===== config.mk =====
export PLATFORM = sky130hd
export DESIGN_NAME = multdiv_ctrl
export DESIGN_NICKNAME = d
export VERILOG_FILES = /design/src/rtl/multdiv_pkg.sv /design/src/rtl/multdiv_cnt.sv /design/src/rtl/multdiv_ctrl.sv
export SDC_FILE = /design/constraint.sdc
export NUM_CORES = 1
export LEC_CHECK = 0
export CORE_ASPECT_RATIO = 0.75
export CORE_MARGIN = 3
export CORE_UTILIZATION = 44
export DETAILED_ROUTE_END_ITERATION = 8
export GPL_ROUTABILITY_DRIVEN = 0
export GPL_TIMING_DRIVEN = 0
export PLACE_DENSITY = 0.9
export SETUP_SLACK_MARGIN = 0.15
export SLEW_MARGIN = 40
export SYNTH_ARGS = -nofsm -noshare
export SYNTH_HDL_FRONTEND = slang
export SYNTH_HIERARCHICAL = 1
export SYNTH_SLANG_ARGS = --single-unit

===== constraint.sdc =====
create_clock -name clk -period 3.6 [get_ports clk]
set_input_delay 0.54 -clock clk [delete_from_list [all_inputs] [get_ports clk]]
set_output_delay 0.54 -clock clk [all_outputs]
set_load 0.005 [all_outputs]

===== src/rtl/multdiv_pkg.sv =====
// Shared types and constants for the mult/div sequencer.
package multdiv_pkg;

  localparam int unsigned CNT_W        = 6;
  localparam int unsigned MULT_LAT_DEF = 33;
  localparam int unsigned DIV_LAT_DEF  = 33;

  typedef enum logic [1:0] {
    IDLE,
    MULT_RUN,
    DIV_RUN,
    DONE
  } state_t;

  typedef enum logic {
    OP_MULT,
    OP_DIV
  } op_t;

  // Counter preload for a datapath latency: the zero count is the last RUN cycle.
  function automatic logic [CNT_W-1:0] latLoad(input int unsigned lat);
    return CNT_W'(lat - 1);
  endfunction

endpackage


===== src/rtl/multdiv_cnt.sv =====
// Loadable down-counter used to time datapath iterations; holds at zero.
module multdiv_cnt
  import multdiv_pkg::*;
(
  input  logic             clk,
  input  logic             reset_n,
  input  logic             load,
  input  logic             en,
  input  logic [CNT_W-1:0] loadVal,
  output logic             zero
);

  logic [CNT_W-1:0] cnt;

  // Load has priority; decrement only while enabled and never below zero.
  always_ff @(posedge clk or negedge reset_n) begin
    if (!reset_n) begin
      cnt <= '0;
    end else if (load) begin
      cnt <= loadVal;
    end else if (en && (cnt != '0)) begin
      cnt <= cnt - 1'b1;
    end
  end

  assign zero = (cnt == '0);

endmodule


===== src/rtl/multdiv_ctrl.sv =====
// Sequencer between the mult/div request interface and the iterative datapaths.
module multdiv_ctrl
  import multdiv_pkg::*;
#(
  parameter int unsigned MULT_LAT = MULT_LAT_DEF,
  parameter int unsigned DIV_LAT  = DIV_LAT_DEF,
  parameter int unsigned WIDTH    = 32
) (
  input  logic             clk,
  input  logic             reset_n,
  input  logic             ctrl_MULT,
  input  logic             ctrl_DIV,
  input  logic [WIDTH-1:0] data_operandA,
  input  logic [WIDTH-1:0] data_operandB,
  output logic [WIDTH-1:0] data_result,
  output logic             data_exception,
  output logic             data_resultRDY,
  output logic             busy,
  output logic [WIDTH-1:0] dp_opA,
  output logic [WIDTH-1:0] dp_opB,
  output logic             dp_ctrl_MULT,
  output logic             dp_ctrl_DIV,
  input  logic [WIDTH-1:0] dp_mult_result,
  input  logic             dp_mult_ovf,
  input  logic [WIDTH-1:0] dp_div_quot,
  input  logic             dp_div_except
);

  state_t           state, nextState;
  op_t              reqOp;
  logic             accept, divZero, capture, rdyNext;
  logic             pulseMultNext, pulseDivNext;
  logic             cntLoad, cntEn, cntZero;
  logic [CNT_W-1:0] cntLoadVal;

  multdiv_cnt uCnt (
    .clk     (clk),
    .reset_n (reset_n),
    .load    (cntLoad),
    .en      (cntEn),
    .loadVal (cntLoadVal),
    .zero    (cntZero)
  );

  // Next-state and control decode; a new request overrides any in-flight work.
  // Divide-by-zero reloads the counter with zero so it rests at zero outside RUN.
  always_comb begin
    nextState     = state;
    reqOp         = ctrl_MULT ? OP_MULT : OP_DIV;
    accept        = ctrl_MULT | ctrl_DIV;
    divZero       = 1'b0;
    capture       = 1'b0;
    rdyNext       = 1'b0;
    pulseMultNext = 1'b0;
    pulseDivNext  = 1'b0;
    cntLoad       = 1'b0;
    cntLoadVal    = '0;
    cntEn         = (state == MULT_RUN) || (state == DIV_RUN);
    if (accept) begin
      cntLoad = 1'b1;
      if (reqOp == OP_MULT) begin
        nextState     = MULT_RUN;
        cntLoadVal    = latLoad(MULT_LAT);
        pulseMultNext = 1'b1;
      end else if (data_operandB == '0) begin
        divZero   = 1'b1;
        nextState = DONE;
        rdyNext   = 1'b1;
      end else begin
        nextState    = DIV_RUN;
        cntLoadVal   = latLoad(DIV_LAT);
        pulseDivNext = 1'b1;
      end
    end else begin
      unique case (state)
        MULT_RUN, DIV_RUN: begin
          if (cntZero) begin
            capture   = 1'b1;
            nextState = DONE;
            rdyNext   = 1'b1;
          end
        end
        default: ;
      endcase
    end
  end

  // State and registered control outputs.
  always_ff @(posedge clk or negedge reset_n) begin
    if (!reset_n) begin
      state          <= IDLE;
      dp_ctrl_MULT   <= 1'b0;
      dp_ctrl_DIV    <= 1'b0;
      data_resultRDY <= 1'b0;
      busy           <= 1'b0;
    end else begin
      state          <= nextState;
      dp_ctrl_MULT   <= pulseMultNext;
      dp_ctrl_DIV    <= pulseDivNext;
      data_resultRDY <= rdyNext;
      busy           <= (nextState == MULT_RUN) || (nextState == DIV_RUN);
    end
  end

  // Operand latch and result capture/hold.
  always_ff @(posedge clk or negedge reset_n) begin
    if (!reset_n) begin
      dp_opA         <= '0;
      dp_opB         <= '0;
      data_result    <= '0;
      data_exception <= 1'b0;
    end else if (accept) begin
      dp_opA         <= data_operandA;
      dp_opB         <= data_operandB;
      data_result    <= '0;
      data_exception <= divZero;
    end else if (capture) begin
      if (state == MULT_RUN) begin
        data_result    <= dp_mult_result;
        data_exception <= dp_mult_ovf;
      end else begin
        data_result    <= dp_div_quot;
        data_exception <= dp_div_except;
      end
    end
  end

endmodule


# After elaboration in Yosys (flattened, before gate mapping)
# Index checks and enable logic that the tools add are counted.
# W data, S select, Z words.
# totals
reg_bits	109
latch_bits	0
mem_bits_rw	0
mem_bits_ro	0
in_bits	134
output_inout_bits	101
word_cells	53
memories	0
# classes
add_sub_neg	1
mul	0
div_mod_pow	0
magnitude_cmp	0
eq_ne	4
shift	0
n_mux	28
n_bitwise	1
reduce_logical	9
# ops
operator	n
$mux W32	3
$logic_not A32 Y1	1
$mux W6	5
$mux W1	16
$mux W2	4
$logic_not A6 Y1	1
$reduce_bool A6 Y1	1
$sub A6 B1 Y6 const B	1
$eq A2 B1 Y1 const B	2
$eq A2 B2 Y1 const B	2
$reduce_bool A2 Y1	2
$logic_or A1 B1 Y1	2
$reduce_or A2 Y1	1
$logic_and A1 B1 Y1	1
$or A1 B1 Y1	1

# Longest topological paths before layout
# logic_depth
depth_word	6
mapped_depth	9
depth_no_buf	8

# By module
# Netlist, hierarchy kept.
# modules_own_cells
mod	n_inst	cells_each	area_per_inst_um2	seq_area_each_um2
multdiv_ctrl	1	316	4549.4	2577.5
multdiv_cnt	1	44	395.4	150.1

# Worst setup path before layout
# No wires, ideal clock.
# synth_path
path_kind	flip-flop to flip-flop
from	register state[0]
to	register uCnt.cnt[3]
setup_ps	87
arrival_time_ps	1738
t_required_ps	3513
setup_slack_ps	1776
path_stages_with_launch	6
n_path_buf	0
synth_period_minus_slack_ps	1824
path_cell_list	dfrtp_1 -> ha_1 -> inv_1 -> or3b_1 -> or4_1 -> o211ai_1
# synth_between
elab_chain_len	4
elab_cells_between_ends	5
cone_classes	2 x eq/ne; 3 x reduce/logical
# synth_rtl
element	line_no	rtl
from (decl)	multdiv_ctrl.sv:29	state_t state, nextState;
from (signal assigned)	multdiv_ctrl.sv:97	state <= nextState;
$eq A2 B1 Y1 / $eq A2 B2 Y1 (equally long branches)	multdiv_ctrl.sv:58	cntEn = (state == MULT_RUN) || (state == DIV_RUN);
$logic_or A1 B1 Y1 *	multdiv_ctrl.sv:58	
via cntEn	multdiv_ctrl.sv:33	logic cntLoad, cntEn, cntZero;
$logic_and A1 B1 Y1 *	multdiv_cnt.sv:21	end else if (en && (cnt != '0)) begin
$reduce_bool A2 Y1 (no source line) *	-	
to (signal assigned)	multdiv_cnt.sv:20	cnt <= loadVal;
to (signal assigned)	multdiv_cnt.sv:22	cnt <= cnt - 1'b1;
to (decl)	multdiv_cnt.sv:13	logic [CNT_W-1:0] cnt;
# The timed path passes the listed nets; every way through them passes the cells marked *.
# A chain may end at the register's enable or synchronous reset.

# Worst setup path after layout
# layout_path
from	register uCnt.cnt[2]
to	register data_result[1]
# layout_between
elab_chain_len	5
# layout_rtl
element	line_no	rtl
$logic_not A6 Y1	multdiv_cnt.sv:26	assign zero = (cnt == '0);
via cntZero	multdiv_ctrl.sv:33	
$mux W1	multdiv_ctrl.sv:77	if (cntZero) begin
$mux W1	multdiv_ctrl.sv:75	unique case (state)
$mux W1	multdiv_ctrl.sv:59	if (accept) begin
$reduce_bool A2 Y1 (no source line)	-	
to (signal assigned)	multdiv_ctrl.sv:119	data_result <= dp_mult_result;
to (signal assigned)	multdiv_ctrl.sv:122	data_result <= dp_div_quot;
to (decl)	multdiv_ctrl.sv:15	output logic [WIDTH-1:0] data_result,
# The timed path passes the listed nets, and every way through them passes these cells.

==> flow_summary.toml <==
[cells_and_area]
final_area_mm2 = 0.00779
drive_gt1_share_pct = 17.2
area_growth_pct = 57.5
nNetsFinal = 747
layoutNonFillerInstCount = 751
final_util_pct = 73.4
antenna_cells = 0

[worst_setup_path]
cp.arrival_ps = 2360
crit_fanout = 10
startpoint_type = "register"
path_class = "reg2reg"
worst_r2r_path_depth = 7
worstPathRequired_ps = 3850
r2r-end = "data_result[1]"
r2r_slack_ps = 1490
cp-end-kind = "register"
r2r-start = "uCnt/cnt[2]"

[synthesis]
synth-async-reset-ratio_pct = 100
yosys-top-cells-area = "dfrtp_1 55%, mux2_4 18%, mux2i_1 6.7%"
ys.flop_type = "dfrtp_1"
synth_area_leader_cell = "dfrtp_1"
synth_edf_count = 0
synth.most_common_cell = "dfrtp_1"
synth-seq-area-share_pct = 55.2
avgSynthCellArea_um2 = 13.7
syn_inst = 360
yosysTopAreaCellShare_pct = 55.2
yosysWarningCount = 6
synth_cell_types = 42
yosys_register_bits = 109
synthesis.area_mm2 = 0.00494
synthTopCellsByCount = "109 x dfrtp_1, 60 x mux2_4, 37 x nand2_1, 33 x mux2i_1, 27 x o21ai_0"

[clocking]
clock_sinks = 109
root_buffer = "clkbuf_16"
tritoncts = "built"
cts_hold_buf = 0
clk_path_buf_depth = 2
path_clk_slew_ps = 70
clock_latency_ps = 340
htreeDepth = 3
cts_resized = 0
cts_buffers = 9
post_cts.repair.setup_buffers = 0

[floorplanning]
core_area_mm2 = 0.0106
rows = 32
die_y_um = 97.8
ios = 235
initial_core_util_pct = 46.6
dieArea_mm2 = 0.0126
die_w_um = 128

[placed_design]
placed_cell_area_mm2 = 0.00750
pre_cts_slack_ps = 1220
portBuffers = 234
dp_cells = 735
place_hpwl_mm = 10.9

[routing]
drc = 0
drt-wirelength-per-cell_um = 18.2
ant_nets = 0
viasPerCell = 5.02
dr.pass1.iters = 4
wirelength_mm = 13.7
drt_iter0_markers = 149
via_count = 3770

[global_route]
track_usage_pct = 21.7
grt_pass1_vias = 4154
grt_max_degree = 71
grt.overflow.total = 0
grt_antenna_before_repair = 0
grt_pass1_wl_mm = 21.6

[timing]
drv_slew = 0
hold_viol = 0
rsz0062_at_grt = "no"
finalSetupViolCount = 0
fmax_ghz = 0.475
period_minus_slack_ps = 2110
finalCritPeriodShare_pct = 58.5
fin_setup_tns_ps = 0
fin_ws_ps = 1490
clock_skew_ps = 9.09

[pwr]
p_per_area_mw_per_mm2 = 367
p_leak_nw = 3.39
peakVddDrop_mv = 0.242

[status]
status = "finished clean"

[worst_hold_path]
hold_path_class = "in2async"

[run]
max-cap-violations = 0
how the worst max path moves through the flow:
| stage | depth (start not counted) | end | start |
|---|---|---|---|
| 4_1_cts | 7 | data_result[29] | uCnt/cnt[2] |
| 2_1_floorplan | 5 | uCnt/cnt[3] | state[0] |
| 3_3_place_gp | 1 | dp_opA[15] | reset_n |
| 6_report | 7 | data_result[1] | uCnt/cnt[2] |
| 5_1_grt | 7 | data_result[1] | uCnt/cnt[2] |
| 3_5_place_dp | 6 | uCnt/cnt[3] | ctrl_MULT |
flip-flops by register name (all words and copies together), names as in the netlist:
signal,cells
dp_opB,32
state,2
data_exception,1
busy,1
uCnt/cnt,6
dp_opA,32
data_result,32
dp_ctrl_MULT,1
dp_ctrl_DIV,1
data_resultRDY,1
cells in the final DEF (no fill, tap or decap), drive strengths merged, types with 3 or more instances in the layout:
| cell type | count |
|---|---|
| a21oi | 3 |
| buf | 19 |
| clkbuf | 13 |
| clkdlybuf4s50 | 233 |
| clkinv | 3 |
| conb | 5 |
| dfrtp | 109 |
| ha | 3 |
| inv | 8 |
| mux2 | 64 |
| mux2i | 33 |
| nand2 | 37 |
| nand2b | 3 |
| nor2 | 9 |
| nor4 | 8 |
| o21ai | 34 |
| or3b | 3 |
| or4 | 3 |
power breakdown:
group	internal (W)	switching [W]
registers	0.00130	0.0000429
logic	0.000388	0.000196
clock network	0.000492	0.000442
stage by stage:
step / power (W) / hold WS (ps)
4_1_cts: 0.00289 / 75.7
3_5_place_dp: 0.00195 / 441
6_report: 0.00286 / 72.6
2_1_floorplan: 0.00159 / 244
5_1_grt: 0.00299 / 77.3
3_3_place_gp: 0.00192 / 463
cell type report:
class                           instances  area [um^2]
Fill cell                             692         2820
Sequential cell                       109         2730
Timing Repair Buffer                  235         2370
Multi-Input combinational cell        228         1990
Clock buffer                           10          239
Buffer                                 20          214
Tap cell                              136          170
Clock inverter                          6         46.3
Inverter                                7         26.3
worst max-delay path, stage by stage (launching register included):
cell	delay [ps]
dfrtp_1	430
or3_1	350
buf_2	180
nor2_1	140
and2b_1	240
nand2_1	230
clkbuf_2	250
o21ai_0	210
logic make-up (layout without fill, tap and decap cells):
family	Yosys count	in the layout	share of synthesized area [%]
xor+xnor	1	1	0.177
flops	109	109	55.2
fa+ha+maj	3	3	0.759
compound gates	50	50	5.84
buf+inv	27	278	4.86
other cells	1	5	0.0758
mux	97	97	25.8
simple gates	72	72	7.31
metal layers:
layer | up-vias | global-route usage (%) | routed length, um
met4 | 0 | 5.14 | 193
met3 | 18 | 7.05 | 1180
met5 | - | 0 | 0
li1 | 1771 | - | -
met1 | 1806 | 26.7 | 5520
met2 | 175 | 37.1 | 6780
Note: power is estimated with default switching activity, not from simulation.
